<file path="config.mk">
export PLATFORM = sky130hd
export DESIGN_NAME = ext_bus_ctrl
export DESIGN_NICKNAME = d
export VERILOG_FILES = /design/src/rtl/ext_bus_pkg.sv /design/src/rtl/ext_bus_ctrl_prio_arb.sv /design/src/rtl/ext_bus_ctrl.sv
export SDC_FILE = /design/constraint.sdc
export NUM_CORES = 1
export LEC_CHECK = 0
export ABC_AREA = 1
export BUFFER_PORTS_ARGS = -buffer_cell sky130_fd_sc_hd__buf_4
export CAP_MARGIN = 10
export CORE_MARGIN = 2
export CORE_UTILIZATION = 46
export CTS_CLUSTER_SIZE = 28
export DETAILED_ROUTE_END_ITERATION = 10
export PLACE_DENSITY = 0.8
export SYNTH_ARGS = -nofsm -noshare
export SYNTH_HDL_FRONTEND = slang
export SYNTH_SLANG_ARGS = --single-unit
</file>
<file path="constraint.sdc">
create_clock -name clk -period 2.34 [get_ports clk]
set_clock_uncertainty 0.2 [all_clocks]
set_input_delay 0.117 -clock clk [delete_from_list [all_inputs] [get_ports clk]]
set_output_delay 0.117 -clock clk [all_outputs]
set_load 0.05 [all_outputs]
</file>
<file path="src/rtl/ext_bus_pkg.sv">
// Shared definitions for the external bus controller: FSM state encoding,
// default chip-select window and the fixed-priority one-hot selector.
package ext_bus_pkg;

    typedef enum logic [1:0] {
        IDLE   = 2'd0,
        SETUP  = 2'd1,
        STROBE = 2'd2,
        HOLD   = 2'd3
    } ext_bus_state_t;

    // Default inclusive chip-select window (cartridge space).
    localparam logic [15:0] CS_BASE_DFLT  = 16'hA000;
    localparam logic [15:0] CS_LIMIT_DFLT = 16'hFDFF;

    // Widest requester vector the selector handles; callers zero-extend.
    localparam int ARB_MAX_CH = 32;

    // Isolate the lowest set bit: index 0 has the highest priority.
    function automatic logic [ARB_MAX_CH-1:0] prio_onehot(input logic [ARB_MAX_CH-1:0] r);
        return r & (~r + ARB_MAX_CH'(1));
    endfunction

endpackage

</file>
<file path="src/rtl/ext_bus_ctrl_prio_arb.sv">
// Combinational fixed-priority arbiter; the parent registers the winner.
module prio_arb
    import ext_bus_pkg::*;
#(
    parameter int NCH = 2
) (
    input  logic [NCH-1:0] req,
    input  logic           en,
    output logic [NCH-1:0] gnt
);

    logic [ARB_MAX_CH-1:0] req_w;
    logic [ARB_MAX_CH-1:0] sel_w;

    assign req_w = ARB_MAX_CH'(req);
    assign sel_w = prio_onehot(req_w);
    assign gnt   = en ? sel_w[NCH-1:0] : '0;

    // Upper selector bits are always zero for a zero-extended request.
    generate
        if (NCH < ARB_MAX_CH) begin : g_pad
            logic unused_hi;
            assign unused_hi = |sel_w[ARB_MAX_CH-1:NCH];
        end
    endgenerate

endmodule

</file>
<file path="src/rtl/ext_bus_ctrl.sv">
// External bus controller: arbitrates NCH requesters onto one multiplexed
// bus and sequences SETUP / STROBE / HOLD with programmable wait states.
// All pad strobes come from flops whose next value is derived from the
// next FSM state, so they line up exactly with the state they belong to.
module ext_bus_ctrl
    import ext_bus_pkg::*;
#(
    parameter int             AW       = 16,
    parameter int             DW       = 8,
    parameter int             NCH      = 2,
    parameter int             WW       = 3,
    parameter logic [AW-1:0]  CS_BASE  = AW'(CS_BASE_DFLT),
    parameter logic [AW-1:0]  CS_LIMIT = AW'(CS_LIMIT_DFLT)
) (
    input  logic              clk,
    input  logic              nreset,
    input  logic [NCH-1:0]    req,
    input  logic [NCH-1:0]    we,
    input  logic [NCH*AW-1:0] addr,
    input  logic [NCH*DW-1:0] wdata,
    output logic [NCH-1:0]    gnt,
    output logic [NCH-1:0]    done,
    output logic [DW-1:0]     rdata,
    input  logic [WW-1:0]     wait_cfg,
    input  logic              test_hiz,
    output logic [AW-1:0]     ext_a,
    output logic              ext_a_oe,
    output logic [DW-1:0]     ext_d_out,
    input  logic [DW-1:0]     ext_d_in,
    output logic              ext_d_oe,
    output logic              ext_rd_n,
    output logic              ext_wr_n,
    output logic              ext_cs_n,
    output logic              busy
);

    ext_bus_state_t state_q, state_d;
    logic [NCH-1:0] ch_q, ch_d;
    logic [AW-1:0]  addr_q, addr_d;
    logic           we_q, we_d;
    logic [DW-1:0]  wdata_q, wdata_d;
    logic [WW-1:0]  wcnt_q, wcnt_d;
    logic [DW-1:0]  rdata_q, rdata_d;
    logic           cs_n_q, cs_n_d;
    logic           rd_n_q, rd_n_d;
    logic           wr_n_q, wr_n_d;
    logic           d_oe_q, d_oe_d;

    logic           arb_en;
    logic [NCH-1:0] arb_gnt;
    logic           start;
    logic [AW-1:0]  sel_addr;
    logic           sel_we;
    logic [DW-1:0]  sel_wdata;

    function automatic logic in_cs_window(input logic [AW-1:0] a);
        return (a >= CS_BASE) && (a <= CS_LIMIT);
    endfunction

    // New grants only from IDLE or HOLD, never in test mode or under reset.
    assign arb_en = nreset && !test_hiz && ((state_q == IDLE) || (state_q == HOLD));

    prio_arb #(
        .NCH (NCH)
    ) u_arb (
        .req (req),
        .en  (arb_en),
        .gnt (arb_gnt)
    );

    assign start = |arb_gnt;

    // Route the granted channel's address, direction and write data.
    always_comb begin
        sel_addr  = '0;
        sel_we    = 1'b0;
        sel_wdata = '0;
        for (int i = 0; i < NCH; i++) begin
            if (arb_gnt[i]) begin
                sel_addr  = addr[i*AW +: AW];
                sel_we    = we[i];
                sel_wdata = wdata[i*DW +: DW];
            end
        end
    end

    // Bus cycle sequencing, transaction capture and read-data capture.
    always_comb begin
        state_d = state_q;
        ch_d    = ch_q;
        addr_d  = addr_q;
        we_d    = we_q;
        wdata_d = wdata_q;
        wcnt_d  = wcnt_q;
        rdata_d = rdata_q;
        case (state_q)
            IDLE: begin
                if (start) begin
                    state_d = SETUP;
                    ch_d    = arb_gnt;
                    addr_d  = sel_addr;
                    we_d    = sel_we;
                    wdata_d = sel_wdata;
                    wcnt_d  = wait_cfg;
                end
            end
            SETUP: begin
                state_d = STROBE;
            end
            STROBE: begin
                if (wcnt_q == '0) begin
                    state_d = HOLD;
                    if (!we_q) begin
                        rdata_d = ext_d_in;
                    end
                end else begin
                    wcnt_d = wcnt_q - WW'(1);
                end
            end
            HOLD: begin
                // Back-to-back: regrant here and skip the IDLE bubble.
                if (start) begin
                    state_d = SETUP;
                    ch_d    = arb_gnt;
                    addr_d  = sel_addr;
                    we_d    = sel_we;
                    wdata_d = sel_wdata;
                    wcnt_d  = wait_cfg;
                end else begin
                    state_d = IDLE;
                end
            end
            default: begin
                state_d = IDLE;
            end
        endcase
    end

    // Next pad strobe values, decoded from the state being entered.
    always_comb begin
        rd_n_d = !((state_d == STROBE) && !we_d);
        wr_n_d = !((state_d == STROBE) && we_d);
        d_oe_d = ((state_d == STROBE) || (state_d == HOLD)) && we_d;
        cs_n_d = !((state_d != IDLE) && in_cs_window(addr_d));
    end

    // State and pad registers; reset drives every strobe inactive at once.
    always_ff @(posedge clk or negedge nreset) begin
        if (!nreset) begin
            state_q <= IDLE;
            ch_q    <= '0;
            addr_q  <= '0;
            we_q    <= 1'b0;
            wdata_q <= '0;
            wcnt_q  <= '0;
            rdata_q <= '0;
            cs_n_q  <= 1'b1;
            rd_n_q  <= 1'b1;
            wr_n_q  <= 1'b1;
            d_oe_q  <= 1'b0;
        end else begin
            state_q <= state_d;
            ch_q    <= ch_d;
            addr_q  <= addr_d;
            we_q    <= we_d;
            wdata_q <= wdata_d;
            wcnt_q  <= wcnt_d;
            rdata_q <= rdata_d;
            cs_n_q  <= cs_n_d;
            rd_n_q  <= rd_n_d;
            wr_n_q  <= wr_n_d;
            d_oe_q  <= d_oe_d;
        end
    end

    assign gnt       = arb_gnt;
    assign done      = (state_q == HOLD) ? ch_q : '0;
    assign busy      = (state_q != IDLE);
    assign rdata     = rdata_q;
    assign ext_a     = addr_q;
    assign ext_d_out = wdata_q;

    // Test mode overrides the pads combinationally; sequencing carries on.
    assign ext_a_oe  = !test_hiz;
    assign ext_d_oe  = d_oe_q && !test_hiz;
    assign ext_rd_n  = rd_n_q || test_hiz;
    assign ext_wr_n  = wr_n_q || test_hiz;
    assign ext_cs_n  = cs_n_q || test_hiz;

endmodule

</file>
### Yosys cells after proc, flatten, opt, wreduce, memory -nomap -nowiden

Index checks and enable logic that the tools add are counted.

| word-level totals | value |
|---|---|
| output and inout bits | 42 |
| bits of input ports | 66 |
| flip-flop bits (word level) | 44 |
| logic and storage cells | 72 |

| operators by class | value |
|---|---|
| add/subtract/negate cells | 2 |
| bitwise gates (word level) | 3 |
| reduce and logical (&&, ||, !) cells | 28 |
| magnitude comparators | 2 |
| equal/unequal tests | 7 |
| multiplexer cells | 19 |

Operator list:

| kind | count |
|---|---|
| $mux W16 | 4 |
| $ge A16 B16 Y1 const B | 1 |
| $le A16 B16 Y1 const B | 1 |
| $mux W8 | 2 |
| $eq A2 B2 Y1 const B | 4 |
| $logic_and A1 B1 Y1 | 8 |
| $mux W2 | 4 |
| $pmux W2 S4 | 1 |
| $mux W3 | 2 |
| $pmux W3 S2 | 1 |
| $reduce_and A3 Y1 | 2 |
| $reduce_bool A2 Y1 | 3 |
| $logic_not A1 Y1 | 5 |
| $logic_or A1 B1 Y1 | 5 |
| $mux W1 | 5 |
| $reduce_or A2 Y1 | 2 |
| $logic_not A3 Y1 | 1 |
| $sub A3 B1 Y3 const B | 1 |
| $add A2 B1 Y2 const B | 1 |
| $and A2 B2 Y2 | 1 |
| $eq A2 B1 Y1 const B | 1 |
| $logic_not A2 Y1 | 1 |
| $ne A2 B1 Y1 const B | 1 |
| $ne A2 B2 Y1 const B | 1 |
| other kinds (3) | 3 |

### Longest topological paths before layout

| depth | value |
|---|---|
| word-level depth | 12 |
| depth in mapped cells | 11 |
| gate-level depth less buffers | 11 |

### By module

A second synthesis with hierarchy kept.

| unflattened totals | value |
|---|---|
| cell total of the unflattened synthesis | 257 |
| area total of the unflattened synthesis | 2203.4 sq um |

By module, submodules not included:

| module | cells each | sequential area each (sq um) | instances | area an instance (sq um) |
|---|---|---|---|---|
| ext_bus_ctrl | 253 | 1104.8 | 1 | 2185.8 |
| prio_arb | 4 | 0.0 | 1 | 17.5 |

### Least setup slack after synthesis

No wires, ideal clock.

| timing | value |
|---|---|
| kind | flip-flop to flip-flop |
| start | reg state_q[0] |
| end | reg addr_q[6] (netlist: ext_a[6]) |
| period minus slack after synthesis | 2.037 ns |
| library setup time | 0.069 ns |
| path slack | 0.303 ns |
| arrival time | 1.768 ns |
| required time | 2.071 ns |
| stages on the path, launching flop included | 9 |
| buffers on the path | 1 |
| cells stage by stage | dfrtp_1 > inv_1 > ha_1 > nor2_8 > nand2_2 > nor2_4 > buf_2 > nand2_1 > nand3_1 |

| between the ends | value |
|---|---|
| elaborated cells between the ends (all ways) | 11 |
| classes of those cells | 1 x eq/ne; 5 x mux; 5 x reduce/logical |

RTL lines:

| what | RTL line | text |
|---|---|---|
| start: declaration | ext_bus_ctrl.sv:37 | `ext_bus_state_t state_q, state_d;` |
| start signal: assignment | ext_bus_ctrl.sv:162 | `state_q <= state_d;` |
| $eq A2 B2 Y1 / $logic_not A2 Y1 (equally long branches) | ext_bus_ctrl.sv:61 | `assign arb_en = nreset && !test_hiz && ((state_q == IDLE) \|\| (state_q == HOLD));` |
| $logic_or A1 B1 Y1 * | ext_bus_ctrl.sv:61 |  |
| $logic_and A1 B1 Y1 * | ext_bus_ctrl.sv:61 |  |
| $mux W2 * | ext_bus_ctrl_prio_arb.sv:17 | `assign gnt = en ? sel_w[NCH-1:0] : '0;` |
| net gnt[1] | ext_bus_ctrl.sv:21 | `output logic [NCH-1:0] gnt,` |
| $mux W16 / $reduce_or A2 Y1 (equally long branches) | ext_bus_ctrl.sv:79, ext_bus_ctrl.sv:71 |  |
| $mux W16 * | ext_bus_ctrl.sv:98, ext_bus_ctrl.sv:122 |  |
| $mux W16 * | -- |  |
| net addr_d[6] | ext_bus_ctrl.sv:39 | `logic [AW-1:0] addr_q, addr_d;` |
| end signal: assignment | ext_bus_ctrl.sv:164 | `addr_q <= addr_d;` |
| end: declaration | ext_bus_ctrl.sv:39 |  |

The timed path passes the listed nets; every way through them passes the cells marked *.
A chain may end at the register's enable or synchronous reset.

### Worst setup path after layout

| timing | value |
|---|---|
| start | reg state_q[0] |
| end | reg cs_n_q |

| between the ends | value |
|---|---|
| elaborated cells between the ends (all ways) | 23 |
| classes of those cells | 2 x order compare; 3 x eq/ne; 9 x mux; 9 x reduce/logical |

RTL lines:

| what | RTL line | text |
|---|---|---|
| $eq A2 B2 Y1 / $logic_not A2 Y1 (equally long branches) | ext_bus_ctrl.sv:61, ext_bus_ctrl.sv:96 |  |
| $logic_or A1 B1 Y1 | ext_bus_ctrl.sv:61 |  |
| $logic_and A1 B1 Y1 | ext_bus_ctrl.sv:61 |  |
| $mux W2 | ext_bus_ctrl_prio_arb.sv:17 |  |
| $reduce_or A2 Y1 | ext_bus_ctrl.sv:71 | `assign start = \|arb_gnt;` |
| $mux W2 | ext_bus_ctrl.sv:98 | `if (start) begin` |
| $pmux W2 S4 * | ext_bus_ctrl.sv:96 | `case (state_q)` |
| net state_d[1] | ext_bus_ctrl.sv:37 |  |
| $reduce_bool A2 Y1 * | ext_bus_ctrl.sv:144 | `cs_n_d = !((state_d != IDLE) && in_cs_window(addr_d));` |
| $logic_and A1 B1 Y1 * | ext_bus_ctrl.sv:144 |  |
| $logic_not A1 Y1 * | ext_bus_ctrl.sv:144 |  |
| net cs_n_d | ext_bus_ctrl.sv:44 | `logic cs_n_q, cs_n_d;` |
| end signal: assignment | ext_bus_ctrl.sv:169 | `cs_n_q <= cs_n_d;` |
| end: declaration | ext_bus_ctrl.sv:44 |  |

Marks and branches as above.

==> impl_results.md <==
- Number of rows in the core area: 24
- Horizontal die dimension: 72.6 µm
- Die height: 72.6 µm
- Arrival time of data at the critical path endpoint: 2.40 ns
- Final Hold Vio Count: 0
- Max Cap Violations: 0
- Number of buffers created by CTS: 5
- Fraction of power spent switching nets: 50.0%
- Final number of setup-violating endpoints: 2
- Master cell of the clock root buffer: sky130_fd_sc_hd__clkbuf_8
- Final worst path period share: 101%
- Clock slew at the register clock pins of the worst setup and hold paths: 0.08 ns
- Total internal power: 2.48 mW
- Vias in the first global route: 2493
- TritonRoute pass-1 iters: 4
- Final global-route overflow total: 0
- Non-Filler Instances: 486
- Crit path time final: 2.36 ns
- Total global routing track utilization: 28.3%
- Crit path largest cell delay: 0.42 ns
- Synthesized instance count: 251
- Area after DPL: 3030 µm²
- Placed insts: 409
- Iteration-0 DRC count of the detailed router: 181
- Worst setup slack for register-to-register paths: -0.02 ns
- Max Transition Viols Final: 0
- DRC Markers: 0
- Register share of total power: 27.2%
- Detailed-route via count: 2503
- Netlist cell types: 24
- Worst-case setup margin in the final layout: -0.0156 ns
- Critical path's most frequent cell: sky130_fd_sc_hd__nand2_1
- Die footprint: 5270 µm²
- Antenna violations before repair: 0
- Syn. warnings: 0
- H-tree depth: 2
- Proportion of layout cells with a drive suffix above 1: 36.4%
- Initial cell density of the core: 48.7%
- Headroom to the max-slew limit: 63.9%
- Global-route wire length before repair: 11400 µm
- Critical Path End Type: flip-flop
- Area taken by flip-flops and latches: 1100 µm²
- Net switching power: 2.48 mW
- Pin count of the biggest net entering global routing: 20
- Layout fillers: 224
- Fmax achieved: 425 MHz
- CTS tree: done
- Routed Wire Length: 7780 µm
- Number of antenna repair diodes: 0
- Worst-margin pin slew: 0.539 ns
- Kind of critical path: reg -> reg
- Critical-path maximum fanout: 8
- Finished layout cell area: 3840 µm²
- Final design utilization: 86.5%
- #FFs+latches synth: 44
- Power share of the clock group: 12.4%
- Synthesized cell area: 2160 µm²
- Beginning of the worst register-to-register path: state_q[0]$_DFF_PN0_
- Total Power Consumption: 4.96 mW
- IO Port Bufs: 107
- Skew-Pair Late Insertion Delay: 0.30 ns
- Post-synthesis net count: 324
- Power density cells: 1290 nW/µm²
- IR Drop Worst-Case VDD: 0.730 mV
- Clk buf depth: 2
- Min Hold Slack: 0.0239 ns
- Most common cell after layout, fill and taps aside: sky130_fd_sc_hd__buf_4
- Combinational power share: 60.4%
- Number of cells traversed by the worst register-to-register path: 12
- Slowest cell on the critical path: sky130_fd_sc_hd__dfrtp_1
- Hold/Removal Path Class: in -> async
- Layout Area Growth over Synthesis: 77.7%
- Per-instance average area after synthesis: 8.62 µm²
- HPWL Detailed: 4430 µm
- Remaining number of nets flagged by the antenna check after routing: 0
- Final #Nets: 506
- Highest-count cells in the layout ignoring fill and taps: sky130_fd_sc_hd__buf_4, sky130_fd_sc_hd__nand2_1, sky130_fd_sc_hd__dlygate4sd3_1, sky130_fd_sc_hd__dfrtp_1, sky130_fd_sc_hd__nand3_1
- Critical Path RT: 2.38 ns
- Core area: 4440 µm²
- Run status: complete, but fails checks
- I/O Pins: 108
- Violated checks: negative setup slack
- Area of the multi-input gates: 931 µm²
- Sequential fraction of the synthesis area: 51.1%
- Ratio of routed vias to standard cells: 5.15
- Per-cell routed wire length: 16.0 µm
- Cells along the critical path: inv_2 -> ha_2 -> nor2_8 -> nand2_2 -> nor2_4 -> buf_4 -> nand2_1 -> nand3_1 -> nand2_1 -> nor2_1 -> nand2_1 -> nand2_1
- RePlAce Congestion: 0.848
- Sink count of the clock tree: 44
- Endpoint of the most critical register-to-register path: cs_n_q$_DFF_PN1_
- Critical Path Source Type: flip-flop
- Pleak: 2.01 nW
worst max-delay path by stage:
stage	startpoint	endpoint	slack [ns]
CTS	state_q[1]$_DFF_PN0_	gnt[1]	0.02
global placement	state_q[0]$_DFF_PN0_	cs_n_q$_DFF_PN1_	0.23
global route	state_q[0]$_DFF_PN0_	ext_a[14]$_DFF_PN0_	-0.1
detailed placement	state_q[0]$_DFF_PN0_	cs_n_q$_DFF_PN1_	0.13
finish	state_q[0]$_DFF_PN0_	cs_n_q$_DFF_PN1_	-0.02
floorplan	state_q[0]$_DFF_PN0_	ext_a[6]$_DFF_PN0_	0.30
final cells by class:
| cell class | instances | area share [%] |
|---|---|---|
| sequential | 44 | 28.7 |
| inverter | 23 | 2.28 |
| tap | 52 | 1.69 |
| clock buffer | 6 | 2.15 |
| clock inverter | 2 | 1.01 |
| multi-input combinational | 176 | 24.2 |
| timing repair buffer | 183 | 39.9 |
logic make-up after synthesis:
| kind of cell | after synthesis | share of synthesized area (%) |
|---|---|---|
| simple gates | 149 | 31.1 |
| flops | 44 | 51.1 |
| buf+inv | 31 | 6.36 |
| compound gates | 12 | 3.30 |
| mux | 8 | 4.16 |
| fa+ha+maj | 7 | 4.05 |
routing by layer:
metal	track usage [%]	vias up	part of all wire, %
met1	30.6	1194	35
met5	0	-	0
met4	10.7	0	3.8
met3	4.56	27	5.8
met2	54.4	127	55
li1	-	1155	-
sequential cells by signal, summed over array words and instances, names as in the netlist:
name	count
rdata	8
cs_n_q	1
wr_n_q	1
state_q	2
ext_d_out	8
rd_n_q	1
d_oe_q	1
ch_q	2
we_q	1
ext_a	16
wcnt_q	3
power groups by stage:
stage	combinational (mW)	clock [mW]	sequential, mW
6_report	2.99	0.613	1.35
5_1_grt	3.16	0.647	1.38
4_1_cts	2.89	0.616	1.33
3_5_place_dp	2.78	0	1.34
3_3_place_gp	2.71	0	1.32
2_1_floorplan	1.03	0	2.21
worst max-delay path, delay by kind of cell, from the launching register on:
family	cells	cell delay, ns
DFF	1	0.42
and+or+nand+nor	9	1.11
adders and majority gates	1	0.32
buffers and inverters	2	0.26
per-stage QoR:
stage / setup TNS (ns) / worst slack [ns]
floorplan: 0 / 0.303
global placement: 0 / 0.225
detailed placement: 0 / 0.131
CTS: 0 / 0.0224
global route: -0.132 / -0.0976
finish: -0.0163 / -0.0156
repair_timing:
item,in CTS,in global routing
cloned,0,0
pin swaps,0,4
gates resized for setup,3,4
endpoints found under the setup margin,2,4
buffers inserted,0,8
hold endpoints to repair,79,1
hold buffers,60,1
synthesized netlist by cell type:
library cell / instances / area (µm²)
sky130_fd_sc_hd__a21oi_1: 3 / 15.0
sky130_fd_sc_hd__a21oi_2: 1 / 8.76
sky130_fd_sc_hd__buf_2: 5 / 25.0
sky130_fd_sc_hd__buf_4: 2 / 15.0
sky130_fd_sc_hd__buf_6: 1 / 11.3
sky130_fd_sc_hd__dfrtp_1: 41 / 1030
sky130_fd_sc_hd__dfstp_2: 3 / 78.8
sky130_fd_sc_hd__ha_1: 7 / 87.6
sky130_fd_sc_hd__inv_1: 22 / 82.6
sky130_fd_sc_hd__inv_2: 1 / 3.75
sky130_fd_sc_hd__mux2_2: 8 / 90.1
sky130_fd_sc_hd__nand2_1: 94 / 353
sky130_fd_sc_hd__nand2_2: 2 / 12.5
sky130_fd_sc_hd__nand3_1: 30 / 150
sky130_fd_sc_hd__nand3_2: 1 / 10.0
sky130_fd_sc_hd__nand3_4: 1 / 17.5
sky130_fd_sc_hd__nand3b_1: 1 / 7.51
sky130_fd_sc_hd__nand4_1: 4 / 25.0
sky130_fd_sc_hd__nor2_1: 9 / 33.8
sky130_fd_sc_hd__nor2_4: 1 / 11.3
sky130_fd_sc_hd__nor2_8: 1 / 20.0
sky130_fd_sc_hd__o211ai_2: 1 / 12.5
sky130_fd_sc_hd__o21ai_0: 7 / 35.0
sky130_fd_sc_hd__or2_2: 5 / 31.3
Note: power is estimated with default switching activity, not from simulation.
